==> src/rtl/envelope_slicer.sv <==
// envelope_slicer: rectifies a signed sample stream, accumulates it over each
// trigger-delimited period and slices the period mean into a bit with
// hysteresis. The mean is compared by cross-multiplication, so no divider is
// needed. Two-stage pipeline from closing edge to bit_valid_out.
module envelope_slicer #(
    parameter int unsigned DATA_WIDTH  = 32,
    parameter int unsigned COUNT_WIDTH = 32,
    parameter int unsigned THRESH_HI   = 5000,
    parameter int unsigned THRESH_LO   = 5000,
    parameter int unsigned MIN_COUNT   = 1
) (
    input  logic                   clk_in,
    input  logic                   rst_in,
    input  logic [DATA_WIDTH-1:0]  data_in,
    input  logic                   data_valid_in,
    input  logic                   period_trigger_in,
    input  logic                   clear_in,
    output logic                   bit_out,
    output logic                   bit_valid_out,
    output logic [COUNT_WIDTH-1:0] period_len_out,
    output logic                   short_period_out,
    output logic                   sat_out
);

    localparam int unsigned SUM_WIDTH = DATA_WIDTH + COUNT_WIDTH;

    localparam logic [SUM_WIDTH-1:0]   THRESH_HI_EXT = SUM_WIDTH'(THRESH_HI);
    localparam logic [SUM_WIDTH-1:0]   THRESH_LO_EXT = SUM_WIDTH'(THRESH_LO);
    localparam logic [SUM_WIDTH-1:0]   MIN_COUNT_EXT = SUM_WIDTH'(MIN_COUNT);
    localparam logic [COUNT_WIDTH-1:0] COUNT_MAX     = '1;

    typedef enum logic [0:0] {StArm, StRun} state_t;

    state_t state_q, state_d;

    logic                   trig_prev_q;
    logic                   trig_edge;
    logic                   close_period;
    logic [DATA_WIDTH-1:0]  mag;

    logic [SUM_WIDTH-1:0]   sum_q, sum_d;
    logic [COUNT_WIDTH-1:0] count_q, count_d;
    logic                   sat_q, sat_d;

    logic                   snap_valid_q;
    logic [SUM_WIDTH-1:0]   snap_sum_q;
    logic [COUNT_WIDTH-1:0] snap_count_q;
    logic                   snap_sat_q;

    logic [SUM_WIDTH-1:0]   snap_count_ext;
    logic [SUM_WIDTH-1:0]   prod_hi;
    logic [SUM_WIDTH-1:0]   prod_lo;
    logic                   is_short;
    logic                   bit_next;
    logic                   emit;

    assign trig_edge = period_trigger_in & ~trig_prev_q;
    assign emit      = snap_valid_q & ~clear_in;

    // Magnitude as unsigned; the most-negative input maps to 2^(DATA_WIDTH-1).
    always_comb begin
        mag = data_in;
        if (data_in[DATA_WIDTH-1]) begin
            mag = ~data_in + DATA_WIDTH'(1);
        end
    end

    // Trigger history updates every cycle, clear or not.
    always_ff @(posedge clk_in or posedge rst_in) begin
        if (rst_in) begin
            trig_prev_q <= 1'b0;
        end else begin
            trig_prev_q <= period_trigger_in;
        end
    end

    // FSM state register.
    always_ff @(posedge clk_in or posedge rst_in) begin
        if (rst_in) begin
            state_q <= StArm;
        end else begin
            state_q <= state_d;
        end
    end

    // Next state; clear beats a coincident edge, and the arming edge closes nothing.
    always_comb begin
        state_d      = state_q;
        close_period = 1'b0;
        if (clear_in) begin
            state_d = StArm;
        end else if (trig_edge) begin
            unique case (state_q)
                StArm: state_d = StRun;
                StRun: close_period = 1'b1;
                default: state_d = StArm;
            endcase
        end
    end

    // Accumulator next state; an edge-cycle sample opens the new period.
    always_comb begin
        sum_d   = sum_q;
        count_d = count_q;
        sat_d   = sat_q;
        if (clear_in) begin
            sum_d   = '0;
            count_d = '0;
            sat_d   = 1'b0;
        end else if (trig_edge) begin
            sum_d   = data_valid_in ? SUM_WIDTH'(mag) : '0;
            count_d = data_valid_in ? COUNT_WIDTH'(1) : '0;
            sat_d   = 1'b0;
        end else if (state_q == StArm) begin
            sum_d   = '0;
            count_d = '0;
            sat_d   = 1'b0;
        end else if (data_valid_in) begin
            if (count_q == COUNT_MAX) begin
                // Counter full: drop the sample, keep the sum consistent with count.
                sat_d = 1'b1;
            end else begin
                sum_d   = sum_q + SUM_WIDTH'(mag);
                count_d = count_q + COUNT_WIDTH'(1);
            end
        end
    end

    // Accumulator registers.
    always_ff @(posedge clk_in or posedge rst_in) begin
        if (rst_in) begin
            sum_q   <= '0;
            count_q <= '0;
            sat_q   <= 1'b0;
        end else begin
            sum_q   <= sum_d;
            count_q <= count_d;
            sat_q   <= sat_d;
        end
    end

    // Stage 1: snapshot the closing period's totals.
    always_ff @(posedge clk_in or posedge rst_in) begin
        if (rst_in) begin
            snap_valid_q <= 1'b0;
            snap_sum_q   <= '0;
            snap_count_q <= '0;
            snap_sat_q   <= 1'b0;
        end else begin
            snap_valid_q <= close_period;
            if (close_period) begin
                snap_sum_q   <= sum_q;
                snap_count_q <= count_q;
                snap_sat_q   <= sat_q;
            end
        end
    end

    // Decision: mean vs threshold as sum vs threshold*count.
    always_comb begin
        snap_count_ext = SUM_WIDTH'(snap_count_q);
        prod_hi        = THRESH_HI_EXT * snap_count_ext;
        prod_lo        = THRESH_LO_EXT * snap_count_ext;
        is_short       = snap_count_ext < MIN_COUNT_EXT;
        bit_next       = bit_out;
        if (!is_short) begin
            if (snap_sum_q > prod_hi) begin
                bit_next = 1'b1;
            end else if (snap_sum_q < prod_lo) begin
                bit_next = 1'b0;
            end
        end
    end

    // Stage 2: output registers, updated only on a decision cycle.
    always_ff @(posedge clk_in or posedge rst_in) begin
        if (rst_in) begin
            bit_out          <= 1'b0;
            bit_valid_out    <= 1'b0;
            period_len_out   <= '0;
            short_period_out <= 1'b0;
            sat_out          <= 1'b0;
        end else begin
            bit_valid_out <= emit;
            if (emit) begin
                bit_out          <= bit_next;
                period_len_out   <= snap_count_q;
                short_period_out <= is_short;
                sat_out          <= snap_sat_q;
            end
        end
    end

endmodule

==> config.mk <==
export PLATFORM = sky130hd
export DESIGN_NAME = envelope_slicer
export DESIGN_NICKNAME = d
export VERILOG_FILES = /design/src/rtl/envelope_slicer.sv
export SDC_FILE = /design/constraint.sdc
export NUM_CORES = 1
export LEC_CHECK = 0
export CORE_UTILIZATION = 41
export DETAILED_ROUTE_END_ITERATION = 12
export GPL_ROUTABILITY_DRIVEN = 1
export PLACE_DENSITY_LB_ADDON = 0.15
export SYNTH_ARGS = -nofsm -noshare
export SYNTH_HDL_FRONTEND = slang
export SYNTH_SLANG_ARGS = --single-unit
==> constraint.sdc <==
create_clock -name clk_in -period 20.4 [get_ports clk_in]
set_input_delay 2.04 -clock clk_in [delete_from_list [all_inputs] [get_ports clk_in]]
set_output_delay 2.04 -clock clk_in [all_outputs]
set_load 0.1 [all_outputs]
==> flow_summary_export.csv <==
group,metric,value,unit
die,die_area,46400,um^2
hold_path,hold_class,"register to register",
sta,slew_viol_final,0,
yosys,yosys_warnings,0,
clock_network,clk_pin_slew,0.06,ns
sta,period_needed,7.23,ns
clock_network,clock-sinks,233,
die,initial_core_util,0.419,
sta,tns,0,ns
global_routing,grt-ovfl-total,0,
route,drtIter0Drc,707,
worst_setup_path,worst-path-buf-inv,4,
final_layout,fill_cells,4272,
sta,setup_viol,0,
die,die_y,215,um
route,drcViolationCount,0,
yosys,synth.most_common_cell,"inv_1",
route,routedWlPerCell,17.1,um
sta,tightest_slew,1.07,ns
final_layout,antenna_cells,0,
sta,hold_violations,0,
final_layout,multi_input_area,11700,um^2
sta,finClkSkew,0.0151,ns
global_routing,antenna_found_initial,1,
worst_setup_path,endpoint_kind,"register",
clock_network,cts_buffer_depth,3,
worst_setup_path,cpPeakStageDelay,0.56,ns
final_layout,syn_to_final_growth,12.9,%
route,firstDrtPassIters,5,
route,post_drt_via_cell_ratio,5.31,
route,ant_nets,0,
clock_network,cts-root-buf,"clkbuf_16",
yosys,synth_edf_count,0,
yosys,netlist_area,18700,um^2
clock_network,cts_resized,0,
global_routing,grt_use_total,0.199,
clock_network,cts_inserted_buffers,30,
yosys,synthesis.nets,2266,
sta,timing.final.crit_share,0.354,
final_layout,nets,2324,
clock_network,cts_max_level,1,
placed_design,dpl.hpwl,34.3,mm
yosys,yosys.area.top_type,"dfrtp_1",
worst_setup_path,cp_slowest_cell,"fa_1",
yosys,async_flop_share,1.00,
yosys,syn_area_per_cell,9.66,um^2
final_layout,layout-drive-gt1-share,0.100,
clock_network,ctsHoldBuffers,0,
die,die_x,215,um
sta,fin_ws,13.17,ns
yosys,synth_area_leaders,"dfrtp_1 (31%), ha_1 (14%), fa_1 (9.0%), mux2_2 (5.9%), inv_1 (5.0%)",
route,drt-total-wl,44.4,mm
worst_setup_path,cp-start-kind,"register",
final_layout,regArea,5830,um^2
sta,max_freq,0.138,GHz
worst_setup_path,path_class,"register to register",
placed_design,place_area,20000,um^2
yosys,synthTopCellsByCount,"inv_1 (248), dfrtp_1 (233), ha_1 (214)",
die,rows,77,
worst_setup_path,crit_family,"adder cells",
sta,rsz0062_at_grt,"false",
clock_network,clk_latency,0.57,ns
yosys,yosys.area.top_type_share,0.312,
yosys,ys_seq_elements,233,
yosys,postSynthCellCount,1931,
yosys,synth.distinct_cells,83,
final_layout,design_area,21100,um^2
sta,relSlewSlack,0.289,
run,cap_violations,0,
route,vias,13832,
placed_design,place_ws,13.10,ns
die,fp.coreArea,44500,um^2
placed_design,portBuffers,72,
worst_setup_path,critPathMaxFanout,5,
worst_setup_path,crit_arrival,7.67,ns
yosys,yosys_most_used_dff,"dfrtp_1",
worst_setup_path,critPathRequiredTime,20.84,ns
clock_network,post_cts_buffers,0,
run_status,status,"complete, no violations",
global_routing,grt_pass1_vias,14097,
yosys,ys_seq_area_frac,0.312,
global_routing,grt_pass1_wl,75.2,mm
placed_design,gp_congestion,0.884,
final_layout,finish.utilization,0.473,
die,io_pins,73,
clock_network,cts_tree,"done",
global_routing,grt_max_degree,97,
## sequential cells by signal, indices dropped and copies added (netlist names)
name and count:
short_period_out 1, period_len_out 32, snap_sat_q 1, state_q 1
bit_out 1, snap_valid_q 1, sum_q 64, sat_out 1
trig_prev_q 1, bit_valid_out 1, snap_sum_q 64, sat_q 1
count_q 32, snap_count_q 32
## worst paths after layout
check | start | to | slack, ns | depth (start not counted)
min in group asynchronous | rst_in | snap_sum_q[58]$_DFFE_PP0P_ | 1.97 | 2
max | snap_count_q[8]$_DFFE_PP0P_ | bit_out$_DFFE_PP0P_ | 13.17 | 28
max in group asynchronous | rst_in | count_q[6]$_DFFE_PP0P_ | 16.98 | 3
max reg2reg | snap_count_q[8]$_DFFE_PP0P_ | bit_out$_DFFE_PP0P_ | 13.17 | 28
min reg2reg | short_period_out$_DFFE_PP0P_ | short_period_out$_DFFE_PP0P_ | 0.50 | 2
min | short_period_out$_DFFE_PP0P_ | short_period_out$_DFFE_PP0P_ | 0.50 | 2
## worst register-to-register path, delay by kind of cell (launching register included)
kind / cells / cell delay [ns]
and+or+nand+nor: 9 / 2.26
DFF: 1 / 0.42
adders and majority gates: 7 / 2.60
muxes: 1 / 0.21
buffers and inverters: 4 / 0.29
AOI/OAI and AO/OA: 7 / 1.32
## metal layers
layer	part of all wire	vias to the layer above	global-route usage
met5	0.00025	-	0
met4	0.018	2	0.0454
met3	0.028	51	0.0191
met2	0.45	181	0.318
met1	0.51	6757	0.289
li1	-	6841	-
## placed cells by master (no fill, tap or decap), types with 22 or more instances in the layout
cell,n
a21o_1,62
a21oi_1,91
and3_1,22
clkbuf_16,31
clkdlybuf4s50_1,72
dfrtp_1,233
fa_1,84
ha_1,214
inv_1,247
mux2_2,97
nand2_1,141
nand3_1,37
nand4_1,35
nor2_1,84
o21ai_0,83
o21ai_1,35
or3_1,31
xnor2_1,69
xor2_1,52
## cell families (layout without fill, tap and decap cells)
| logic type | Yosys count | count (layout) | synth area share |
|---|---|---|---|
| xor gates and xnor gates | 121 | 121 | 0.0568 |
| and+or+nand+nor | 459 | 459 | 0.126 |
| AOI/OAI and AO/OA | 414 | 414 | 0.149 |
| DFF | 233 | 233 | 0.312 |
| adders and majority gates | 298 | 298 | 0.234 |
| buffers and inverters | 306 | 387 | 0.0624 |
| muxes | 100 | 100 | 0.0601 |
## through the flow
| step | std cells | hold WS, ns |
|---|---|---|
| after global placement | 2549 | 0.485 |
| after floorplan | 1931 | 0.461 |
| final | 2604 | 0.497 |
| after global routing | 2604 | 0.518 |
| after CTS | 2604 | 0.507 |
| after detailed placement | 2549 | 0.493 |
## cell type report
| class | instances | area share |
|---|---|---|
| flip-flops and latches | 233 | 0.277 |
| repair buffers | 84 | 0.0385 |
| inverters | 248 | 0.0445 |
| well taps | 592 | 0.0352 |
| multi-input cells | 1392 | 0.555 |
| clock buffers | 42 | 0.0421 |
| clock inverters | 13 | 0.00813 |
Power is not shown: default switching activity piles up to over one toggle a cycle in this logic, so the estimate is an artifact.
